==> src/rtl/aes_pkg.sv <==
// Shared command codes and receiver FSM state type for the AES SPI front end.
// No logic of its own: constants, the state enum and a width helper.
package aes_pkg;

    localparam logic [7:0] CMD_KEY  = 8'h4B;
    localparam logic [7:0] CMD_DATA = 8'h44;

    typedef enum logic [2:0] {
        ST_IDLE,
        ST_CMD,
        ST_KEY,
        ST_DATA,
        ST_DISCARD
    } state_t;

    function automatic int max_int(input int a, input int b);
        return (a > b) ? a : b;
    endfunction

endpackage

==> src/rtl/spi_sync_edge.sv <==
// 2-flop synchronizer for one edge-detected input plus a bus of level-only inputs.
// Sync latency 2 clk, rise pulse 1 clk wide in the cycle after sync; no backpressure.
module spi_sync_edge #(
    parameter int               LVL_W   = 2,
    parameter logic [LVL_W-1:0] LVL_RST = '0
) (
    input  logic             clk,
    input  logic             rst,
    input  logic             i_edge_async,
    input  logic [LVL_W-1:0] i_lvl_async,
    output logic             o_rise,
    output logic [LVL_W-1:0] o_lvl_sync
);

    logic             r_edge_meta;
    logic             r_edge_sync;
    logic             r_edge_prev;
    logic [LVL_W-1:0] r_lvl_meta;
    logic [LVL_W-1:0] r_lvl_sync;

    always_ff @(posedge clk or posedge rst) begin
        if (rst) begin
            r_edge_meta <= 1'b0;
            r_edge_sync <= 1'b0;
            r_edge_prev <= 1'b0;
            r_lvl_meta  <= LVL_RST;
            r_lvl_sync  <= LVL_RST;
        end else begin
            r_edge_meta <= i_edge_async;
            r_edge_sync <= r_edge_meta;
            r_edge_prev <= r_edge_sync;
            r_lvl_meta  <= i_lvl_async;
            r_lvl_sync  <= r_lvl_meta;
        end
    end

    assign o_rise     = r_edge_sync & ~r_edge_prev;
    assign o_lvl_sync = r_lvl_sync;

endmodule

==> src/rtl/aes_spi_rx.sv <==
// SPI mode-0 slave receiving key/data frames for an AES core; blk_valid 1 clk after final bit pulse.
// blk_out is a single-entry valid/ready slot: a block finishing while the slot is full is dropped with overrun.
module aes_spi_rx #(
    parameter int NK     = 4,
    parameter int DATA_W = 128
) (
    input  logic              clk,
    input  logic              rst,
    input  logic              sclk,
    input  logic              cs_n,
    input  logic              mosi,
    output logic [NK*32-1:0]  key_out,
    output logic              key_valid,
    output logic [DATA_W-1:0] blk_out,
    output logic              blk_valid,
    input  logic              blk_ready,
    output logic              overrun,
    output logic              cmd_err,
    output logic              busy
);
    import aes_pkg::*;

    localparam int KEY_W = NK * 32;
    localparam int PAY_W = max_int(KEY_W, DATA_W);
    localparam int STG_W = max_int(PAY_W, 8);
    localparam int CNT_W = $clog2(PAY_W) + 1;

    localparam logic [CNT_W-1:0] CMD_LAST  = CNT_W'(7);
    localparam logic [CNT_W-1:0] KEY_LAST  = CNT_W'(KEY_W - 1);
    localparam logic [CNT_W-1:0] DATA_LAST = CNT_W'(DATA_W - 1);

    logic             w_rise;
    logic [1:0]       w_lvl_sync;
    logic             w_cs_n;
    logic             w_mosi;

    state_t           r_state;
    state_t           w_state_nxt;
    logic [CNT_W-1:0] r_cnt;
    logic [STG_W-1:0] r_stage;
    logic [STG_W-1:0] w_stage_nxt;
    logic [1:0]       r_flush;
    logic             r_armed;

    logic [KEY_W-1:0]  r_key_out;
    logic              r_key_valid;
    logic [DATA_W-1:0] r_blk_out;
    logic              r_blk_valid;

    logic w_shift;
    logic w_cnt_clr;
    logic w_stage_clr;
    logic w_key_ld;
    logic w_blk_ld;
    logic w_overrun;
    logic w_cmd_err;

    spi_sync_edge #(
        .LVL_W   (2),
        .LVL_RST (2'b01)
    ) u_sync (
        .clk          (clk),
        .rst          (rst),
        .i_edge_async (sclk),
        .i_lvl_async  ({mosi, cs_n}),
        .o_rise       (w_rise),
        .o_lvl_sync   (w_lvl_sync)
    );

    assign w_cs_n      = w_lvl_sync[0];
    assign w_mosi      = w_lvl_sync[1];
    assign w_stage_nxt = {r_stage[STG_W-2:0], w_mosi};

    always_ff @(posedge clk or posedge rst) begin
        if (rst) r_state <= ST_IDLE;
        else     r_state <= w_state_nxt;
    end

    always_comb begin
        w_state_nxt = r_state;
        w_shift     = 1'b0;
        w_cnt_clr   = 1'b0;
        w_stage_clr = 1'b0;
        w_key_ld    = 1'b0;
        w_blk_ld    = 1'b0;
        w_overrun   = 1'b0;
        w_cmd_err   = 1'b0;
        // cs_n release wins over any coincident sclk edge
        if (r_state != ST_IDLE && w_cs_n) begin
            w_state_nxt = ST_IDLE;
            w_cnt_clr   = 1'b1;
            w_stage_clr = 1'b1;
        end else begin
            case (r_state)
                ST_IDLE: begin
                    if (!w_cs_n && r_armed) begin
                        w_state_nxt = ST_CMD;
                        w_cnt_clr   = 1'b1;
                    end
                end
                ST_CMD: begin
                    if (w_rise) begin
                        w_shift = 1'b1;
                        if (r_cnt == CMD_LAST) begin
                            w_cnt_clr = 1'b1;
                            if (w_stage_nxt[7:0] == CMD_KEY) begin
                                w_state_nxt = ST_KEY;
                            end else if (w_stage_nxt[7:0] == CMD_DATA) begin
                                w_state_nxt = ST_DATA;
                            end else begin
                                w_state_nxt = ST_DISCARD;
                                w_cmd_err   = 1'b1;
                            end
                        end
                    end
                end
                ST_KEY: begin
                    if (w_rise) begin
                        w_shift = 1'b1;
                        if (r_cnt == KEY_LAST) begin
                            w_key_ld    = 1'b1;
                            w_cnt_clr   = 1'b1;
                            w_state_nxt = ST_DISCARD;
                        end
                    end
                end
                ST_DATA: begin
                    if (w_rise) begin
                        w_shift = 1'b1;
                        if (r_cnt == DATA_LAST) begin
                            w_blk_ld    = !r_blk_valid || blk_ready;
                            w_overrun   = r_blk_valid && !blk_ready;
                            w_cnt_clr   = 1'b1;
                            w_state_nxt = ST_DISCARD;
                        end
                    end
                end
                ST_DISCARD: w_state_nxt = ST_DISCARD;
                default:    w_state_nxt = ST_IDLE;
            endcase
        end
    end

    // The cs_n synchronizer resets to idle-high, so a pin held low through reset would
    // look like a fresh select; only arm once the chain has flushed and shows cs_n high.
    always_ff @(posedge clk or posedge rst) begin
        if (rst) begin
            r_flush <= 2'b00;
            r_armed <= 1'b0;
        end else begin
            r_flush <= {r_flush[0], 1'b1};
            if (r_flush[1] && w_cs_n) r_armed <= 1'b1;
        end
    end

    always_ff @(posedge clk or posedge rst) begin
        if (rst) begin
            r_cnt   <= '0;
            r_stage <= '0;
        end else begin
            if (w_cnt_clr)    r_cnt <= '0;
            else if (w_shift) r_cnt <= r_cnt + 1'b1;
            if (w_stage_clr)  r_stage <= '0;
            else if (w_shift) r_stage <= w_stage_nxt;
        end
    end

    always_ff @(posedge clk or posedge rst) begin
        if (rst) begin
            r_key_out   <= '0;
            r_key_valid <= 1'b0;
            r_blk_out   <= '0;
            r_blk_valid <= 1'b0;
        end else begin
            if (w_key_ld) begin
                r_key_out   <= w_stage_nxt[KEY_W-1:0];
                r_key_valid <= 1'b1;
            end
            if (w_blk_ld) begin
                r_blk_out   <= w_stage_nxt[DATA_W-1:0];
                r_blk_valid <= 1'b1;
            end else if (blk_ready) begin
                r_blk_valid <= 1'b0;
            end
        end
    end

    assign key_out   = r_key_out;
    assign key_valid = r_key_valid;
    assign blk_out   = r_blk_out;
    assign blk_valid = r_blk_valid;
    assign overrun   = w_overrun;
    assign cmd_err   = w_cmd_err;
    assign busy      = (r_state != ST_IDLE);

endmodule
==> config.mk <==
export PLATFORM = sky130hd
export DESIGN_NAME = aes_spi_rx
export DESIGN_NICKNAME = d
export VERILOG_FILES = /design/src/rtl/aes_pkg.sv /design/src/rtl/spi_sync_edge.sv /design/src/rtl/aes_spi_rx.sv
export SDC_FILE = /design/constraint.sdc
export NUM_CORES = 1
export LEC_CHECK = 0
export CORE_ASPECT_RATIO = 0.75
export CORE_MARGIN = 4
export CORE_UTILIZATION = 35
export DETAILED_ROUTE_END_ITERATION = 7
export DONT_BUFFER_PORTS = 1
export GPL_TIMING_DRIVEN = 0
export PLACE_DENSITY = 0.58
export SYNTH_ARGS = -nofsm -noshare
export SYNTH_HDL_FRONTEND = slang
export SYNTH_SLANG_ARGS = --single-unit
==> constraint.sdc <==
create_clock -name clk -period 14.4 [get_ports clk]
set_input_delay 2.88 -clock clk [delete_from_list [all_inputs] [get_ports clk]]
set_output_delay 2.88 -clock clk [all_outputs]
set_load 0.05 [all_outputs]
-- Yosys cells after proc, flatten, opt, wreduce, memory -nomap -nowiden
Cells that the tools add are included.
- input port bits: 6
- word-level logic and storage cells: 88
- memory bits (read-only): 0
- latch bits: 0
- memories: 0
- flip-flop bits (word level): 406
- memory bits (writable): 0
- eq/ne operators: 13
- shifts and indexed selects: 0
- multiply operators: 0
- divide/modulo/power cells: 0
- multiplexer cells: 42
- reduce and logical (&&, ||, !) cells: 16
- $add $sub $neg: 1
- $lt $le $gt $ge: 0
- bitwise logic cells: 2
- operator list (operator ; number):
    $mux W127 ; 2
    $mux W1 ; 28
    $eq A8 B7 Y1 const B ; 3
    $mux W3 ; 8
    $mux W8 ; 2
    $pmux W3 S4 ; 1
    $add A8 B1 Y8 const B ; 1
    $eq A8 B3 Y1 const B ; 1
    $eq A3 B2 Y1 const B ; 2
    $ne A3 B1 Y1 const B ; 2
    $ne A3 B3 Y1 const B ; 2
    $reduce_bool A2 Y1 ; 3
    $reduce_and A5 Y1 ; 1
    $logic_and A1 B1 Y1 ; 4
    $eq A3 B1 Y1 const B ; 1
    $eq A3 B3 Y1 const B ; 1
    $logic_not A1 Y1 ; 3
    $logic_not A3 Y1 ; 1
    $ne A3 B2 Y1 const B ; 1
    $pmux W1 S3 ; 1
    $reduce_bool A3 Y1 ; 1
    $reduce_or A3 Y1 ; 1
    $reduce_or A2 Y1 ; 1
    $and A1 B1 Y1 ; 1
    2 further kinds ; 2

-- Longest topological paths before layout
Gate-level depths: netlist of run 1.
- depth in word-level cells: 7
- mapped depth: 8
- mapped depth without buffers: 5

-- Cells and area by module
Synthesis of run 1 repeated with hierarchy kept, for this count alone.
- cell total of the unflattened synthesis: 924
- area total of the unflattened synthesis: 15112.0 µm²
- by module, submodules not included (module ; area each (µm²) ; cells an instance ; times used):
    aes_spi_rx ; 14916.8 ; 915 ; 1
    spi_sync_edge ; 195.2 ; 9 ; 1

-- Worst setup path after synthesis of run 1
OpenSTA, ideal clock, no wires.
- path type: in2out
- start: in blk_ready
- end: out overrun
- buffers on the path: 0
- arrival time: 4604 ps
- setup slack: 6916 ps
- stages: 2
- cell sequence: nand2b_1 -> nor4_1
- longest elaborated chain between the ends: 6
- RTL lines (element ; RTL line ; RTL):
    start: declaration ; aes_spi_rx.sv:16 ; input logic blk_ready,
    $logic_not A1 Y1 ; aes_spi_rx.sv:132 ; w_overrun = r_blk_valid && !blk_ready;
    $logic_and A1 B1 Y1 ; aes_spi_rx.sv:132 ;
    $mux W1 ; aes_spi_rx.sv:130 ; if (r_cnt == DATA_LAST) begin
    $mux W1 ; aes_spi_rx.sv:128 ; if (w_rise) begin
    $mux W1 ; aes_spi_rx.sv:94 ; case (r_state)
    $mux W1 ; aes_spi_rx.sv:89 ; if (r_state != ST_IDLE && w_cs_n) begin
    end: declaration ; aes_spi_rx.sv:17 ; output logic overrun,
No other way between the ends.

-- Worst setup path in the final report of run 1
Ends and elaborated chain as after synthesis.

==> results of run 1 <==
==> cell families (layout without fill, tap and decap cells) <==
logic type | count (synthesis) | count (layout)
DFF | 406 | 406
muxes | 256 | 256
AOI/OAI and AO/OA | 144 | 144
buffers and inverters | 66 | 145
and+or+nand+nor | 52 | 52
xor gates and xnor gates | 6 | 6
adders and majority gates | 1 | 1
other | 1 | 1
==> power groups by stage <==
stage | Sequential, mW | Combinational (mW) | Clock [mW]
final | 1.14 | 0.0486 | 1.19
after global placement | 1.17 | 0.0464 | 0
after floorplan | 1.17 | 0.0323 | 0
after global routing | 1.14 | 0.0565 | 1.28
after CTS | 1.14 | 0.0512 | 1.23
after detailed placement | 1.17 | 0.0510 | 0
==> cells in the mapped netlist (2+ instances only) <==
| library cell | n | share of area (%) |
|---|---|---|
| dfstp_2 | 2 | 0.34 |
| nand4_1 | 3 | 0.12 |
| or2_2 | 2 | 0.081 |
| buf_2 | 27 | 0.88 |
| nor3_1 | 4 | 0.13 |
| a22oi_1 | 2 | 0.097 |
| dfrtp_1 | 404 | 66 |
| inv_1 | 3 | 0.073 |
| buf_6 | 13 | 0.95 |
| nor4_1 | 6 | 0.24 |
| mux2_4 | 109 | 11 |
| clkbuf_1 | 21 | 0.51 |
| nand2b_1 | 4 | 0.16 |
| xnor2_1 | 6 | 0.34 |
| nor4b_1 | 2 | 0.11 |
| nand2_1 | 7 | 0.17 |
| nand3_1 | 5 | 0.16 |
| mux2_2 | 147 | 11 |
| o21ai_0 | 3 | 0.097 |
| a21oi_1 | 5 | 0.16 |
| a21o_1 | 2 | 0.097 |
| nor2_1 | 10 | 0.24 |
| buf_1 | 2 | 0.049 |
| a22o_1 | 127 | 7.2 |
| or3_1 | 2 | 0.081 |
==> routing by layer <==
| metal | track usage [%] | share of wire (%) | wire (µm) | vias to the layer above |
|---|---|---|---|---|
| met1 | 21.02 | 46 | 16310 | 4303 |
| met2 | 21.31 | 43 | 15330 | 210 |
| met5 | 0 | 0 | 0 | - |
| met4 | 3.156 | 1.7 | 590 | 0 |
| met3 | 5.918 | 9.3 | 3298 | 43 |
| li1 | - | - | - | 3502 |
==> worst reg2reg max path, stage by stage (launching register included) <==
cell and delay, ns:
dfrtp_1 0.39, ha_1 0.22, nand2_1 0.11, or3_1 0.31, buf_2 0.17, nor4_1 0.43
buf_2 0.46, buf_2 0.39, mux2_2 0.38
==> sequential cells by signal, indices dropped and copies added (netlist names) <==
register            cells
blk_out               128
key_out               128
r_stage               127
r_cnt                   8
r_state                 3
r_flush                 2
u_sync.o_lvl_sync       2
u_sync.r_lvl_meta       2
blk_valid               1
key_valid               1
r_armed                 1
u_sync.r_edge_meta      1
u_sync.r_edge_prev      1
u_sync.r_edge_sync      1
==> worst min-delay path by stage <==
stage / startpoint / to / slack [ns] / depth (start not counted)
CTS: u_sync.r_lvl_meta[0] / u_sync.o_lvl_sync[0] / 0.35 / 0
finish: u_sync.r_lvl_meta[0] / u_sync.o_lvl_sync[0] / 0.34 / 0
floorplan: r_flush[0] / r_flush[1] / 0.33 / 0
global route: r_flush[0] / r_flush[1] / 0.35 / 0
detailed placement: u_sync.r_lvl_meta[1] / u_sync.o_lvl_sync[1] / 0.34 / 0
global placement: u_sync.r_lvl_meta[1] / u_sync.o_lvl_sync[1] / 0.33 / 0
==> layout make-up <==
cell class,count,area (µm²)
well taps,578,723.2
clock inverters,12,241.5
plain buffers,63,367.9
multi-input cells,460,4893
flip-flops and latches,406,10160
fillers,3992,25640
inverters,3,18.77
repair buffers,4,97.59
clock buffers,63,1294
==> results.toml, run 1 <==
[cts]
clock-sinks = 406
cts.clk_slew.worst_paths_ns = 0.06
cts_root_buffer = "clkbuf_16"
clkLatencyLatePin_ns = 0.54
cts_tree = "built"
clockBufferDepth = 3
cts_buffers = 42
ctsResizeCount = 0
hold_buffers = 0
cts_max_level = 2
post_cts_buffers = 0

[die]
dieHeight_um = 189.8
ioPinCount = 267
die_area_um2 = 47510
initial_utilization_pct = 35.50
core-area_um2 = 43440
die_w_um = 250.4
rows = 66

[flow_run]
drv_cap = 0

[timing]
final_max_slew_viol_count = 0
relSlewSlack_pct = 15.04
holdWs_ns = 0.3442
finClkSkew_ns = 0.01415
finalCritPeriodShare_pct = 49.08
hold_viol_final = 0
tns_ns = 0
final.setup.worst_slack_ns = 7.332
rsz0062_at_grt = "no"
setup_viol = 0
maxClockFrequency_mhz = 141.5
worst_pin_slew_ns = 1.264
fin_crit_ns = 7.068

[synthesis]
ys_ff_latch = 406
synth-compound-area-share_pct = 7.920
synthFlopType = "dfrtp_1"
synthCells = 932
synth_fa_ha_area_share_pct = 0.08115
ys_seq_area_share_pct = 65.91
async_flop_share_pct = 100.0
synth_top_family_by_area = "multiplexers"
ys_warn_count = 0
synthMuxAreaShare_pct = 21.35
synth_nets = 939
synthSimpleGateAreaFrac_pct = 1.915
syn_avg_cell_area_um2 = 16.54
syn_area_um2 = 15420
ys_types = 39
synth_edf_count = 0
synth_xor_area_share_pct = 0.3408

[pwr]
comb_power_share_pct = 2.0
p_total_mw = 2.386
power.density_nw_per_um2 = 134.1
p_leak_nw = 9.057
p_int_mw = 1.896
switchingPower_mw = 0.4896
clkPwrFrac_pct = 50.0
swShare_pct = 20.52
vdd_ir_drop_max_uv = 85.98
seq_power_share_pct = 48.0

[placed_design]
routabilityCongestion = 0.7646
dp_hpwl_mm = 23.99
place_ws_ns = 7.312
numPortBuffers = 0
dp.cells = 1514
dpl_cell_area_um2 = 16260

[worst_hold_path]
hold_class = "flip-flop to flip-flop"

[global_route]
antenna_found_initial = 1
grt_pass1_vias = 8361
grt_overflow_total = 0
grt_pass1_wl_mm = 55.26
grt_max_degree = 130
track_usage_pct = 14.73

[critical_path]
crit_family = "simple AND/OR/NAND/NOR gates"
rr_worst_depth = 8
critPathSlowestCell = "nor4_2"
critPathRequiredTime_ns = 11.52
cp-endpoint = "overrun"
r2r-end = "key_out[23]"
start_kind = "input pin"
worstSetupPathType = "input pin to output port"
crit-reg2reg-launch = "r_cnt[0]"
path_max_fanout = 3
rrSetupSlack_ns = 11.43
path_depth = 2
startpoint = "blk_ready"
critPathMaxStageDelay_ns = 1.10
critPathBufInv = 0
arrival_ns = 4.19
worstPathCellList = "nand2b_1 -> nor4_2"
end_kind = "output port"

[finish]
design_area_um2 = 17800
final_cell_mix = "dfrtp_1, mux2_2, a22o_1"
layout-drive-gt1-share_pct = 37.49
fin_nets = 987
insertedDiodeCount = 0
area_delta_synth_final_pct = 15.43
final_common_cell = "dfrtp_1"
final_cells = 1589
post-route-util_pct = 40.98

[routing]
dr.pass1.iters = 6
vias = 8058
drt_iter0_drc = 392
routedWlPerCell_um = 22.36
drt_wl_total_mm = 35.53
drc = 0
ant_nets = 0
vias_per_cell = 5.071

[run_status]
status = "complete, no violations"
No activity file was read; power rests on OpenSTA's default activity.
==> run 2: changes to the inputs <==
Settings changed: PLACE_DENSITY 0.58 to 0.56.
Clock period 14.4 ns to 7 ns, I/O delays scaled along.
==> run 2 against run 1 <==
Against the previous run: worst setup slack got worse by 4.5 ns; register-to-register slack got worse by 7.4 ns; sequential power rose by 110%; clock-buffer cell count fell by 4; wire length fell by 0.33%; critical path type is now flip-flop to output port; first-iteration DRC count fell by 7.4%; flip-flop and latch count did not move; critical path depth rose by 3; die area did not move; critical endpoint is now cmd_err; cell count rose by 0.57%.
==> results.toml, run 2 (same netlist as run 1, synthesis figures left out) <==
[routing]
ant_nets = 0
drt_wl_total_mm = 35.41
dr.pass1.iters = 5
vias = 8006
drt_iter0_drc = 363
routedWlPerCell_um = 22.16
drc = 0
vias_per_cell = 5.010

[finish]
design_area_um2 = 17900
layout-drive-gt1-share_pct = 38.37
final_cells = 1598
final_common_cell = "dfrtp_1"
area_delta_synth_final_pct = 16.08
final_cell_mix = "dfrtp_1, mux2_2, a22o_1"
fin_nets = 995

[die]
die_area_um2 = 47510
initial_utilization_pct = 35.50
ioPinCount = 267
die_w_um = 250.4
core-area_um2 = 43440
dieHeight_um = 189.8
rows = 66

[critical_path]
r2r-end = "key_out[27]"
arrival_ns = 2.79
critPathBufInv = 1
path_max_fanout = 8
critPathRequiredTime_ns = 5.60
worstPathCellList = "ha_1 -> nand2_1 -> or3_1 -> buf_2 -> nor4_2"
crit-reg2reg-launch = "r_cnt[0]"
crit_family = "simple AND/OR/NAND/NOR gates"
critPathSlowestCell = "nor4_2"
path_depth = 5
rrSetupSlack_ns = 4.06
start_kind = "flip-flop"
critPathMaxStageDelay_ns = 1.05
worstSetupPathType = "flip-flop to output port"
end_kind = "output port"
rr_worst_depth = 8

[global_route]
grt_overflow_total = 0
grt_max_degree = 44
top_usage_layer = "met1"
track_usage_pct = 14.91
grt_pass1_vias = 8418
grt_pass1_wl_mm = 55.98
grt_use_met1_pct = 21.45
antenna_found_initial = 1
met2_usage_pct = 21.25
use_met3_pct = 5.945

[run_status]
status = "complete, no violations"

[cts]
cts_tree = "built"
clock-sinks = 406
cts_buffers = 42
cts_max_level = 2
clkLatencyLatePin_ns = 0.54
ctsResizeCount = 0
hold_buffers = 0
post_cts_buffers = 0
cts_root_buffer = "clkbuf_16"
clockBufferDepth = 3
cts.clk_slew.worst_paths_ns = 0.06

[timing]
hold_viol_final = 0
worst_pin_slew_ns = 1.248
fin_crit_ns = 4.192
setup_viol = 0
relSlewSlack_pct = 16.12
finalCritPeriodShare_pct = 59.89
maxClockFrequency_mhz = 238.5
finClkSkew_ns = 0.01290
rsz0062_at_grt = "no"
final_max_slew_viol_count = 0

[placed_design]
dp.cells = 1522
dp_hpwl_mm = 24.59
dpl_cell_area_um2 = 16400
routabilityCongestion = 0.7134
numPortBuffers = 0

[pwr]
p_leak_nw = 9.099
power.density_nw_per_um2 = 271.5
vdd_ir_drop_max_uv = 171.7

[flow_run]
drv_cap = 0

[worst_hold_path]
hold_end = "u_sync.r_edge_sync"
hold_depth = 0
hold_class = "flip-flop to flip-flop"
hold_start = "u_sync.r_edge_meta"
==> run 2: cell types whose count changed in the layout (fill, tap and decap cells not counted), sizes merged <==
| cell | previous run | this run |
|---|---|---|
| buf | 46 | 54 |
| bufinv | 7 | 6 |
| clkbuf | 84 | 80 |
| clkinv | 3 | 6 |
| clkinvlp | 1 | 4 |
| diode | 0 | 1 |
| inv | 4 | 3 |
==> run 2: area by class of cell <==
| cell class | instances | area [µm²] |
|---|---|---|
| fillers | 3953 | 25540 |
| plain buffers | 63 | 367.9 |
| multi-input cells | 460 | 4893 |
| clock buffers | 59 | 1256 |
| well taps | 578 | 723.2 |
| flip-flops and latches | 406 | 10160 |
| repair buffers | 12 | 235.2 |
| diodes | 1 | 2.502 |
| clock inverters | 16 | 241.5 |
| inverters | 3 | 15.01 |
==> run 2: worst register-to-register path, cell delays in order, from the launching register on <==
cell and delay (ns):
dfrtp_1 0.39, ha_1 0.22, nand2_1 0.11, or3_1 0.31, buf_2 0.18, nor4_1 0.39, buf_2 0.46, buf_2 0.38
mux2_2 0.38
==> run 2: per-layer routing <==
| layer | vias to the layer above | wire (µm) |
|---|---|---|
| met4 | 0 | 677 |
| li1 | 3523 | - |
| met1 | 4216 | 16410 |
| met5 | - | 0 |
| met3 | 53 | 3190 |
| met2 | 214 | 15130 |
==> run 2: how the worst max path moves through the flow <==
stage | from | endpoint | slack, ns
floorplan | rst | blk_out[0] | 0.13
global placement | rst | r_stage[39] | -2.11
detailed placement | blk_ready | overrun | 2.84
CTS | r_cnt[0] | cmd_err | 2.74
global route | r_state[1] | cmd_err | 2.58
finish | r_cnt[0] | cmd_err | 2.81
==> run 2: through the flow <==
stage	hold WS [ns]	TNS (ns)	util [%]	total power [mW]	setup slack (ns)
final	0.3468	0	41.20	4.860	2.808
after global routing	0.3656	0	41.20	5.055	2.583
after CTS	0.3501	0	41.20	4.945	2.737
after detailed placement	0.3364	0	37.75	2.512	2.843
after global placement	0.3325	-837.54	37.17	2.497	-2.107
after floorplan	0.3312	0	-	2.466	0.1319
==> run 2: where the power goes <==
group          internal [mW]  total (mW)  switching [mW]
combinational         0.0231       0.110          0.0865
clock                   1.47        2.40           0.924
sequential              2.35        2.35         0.00319
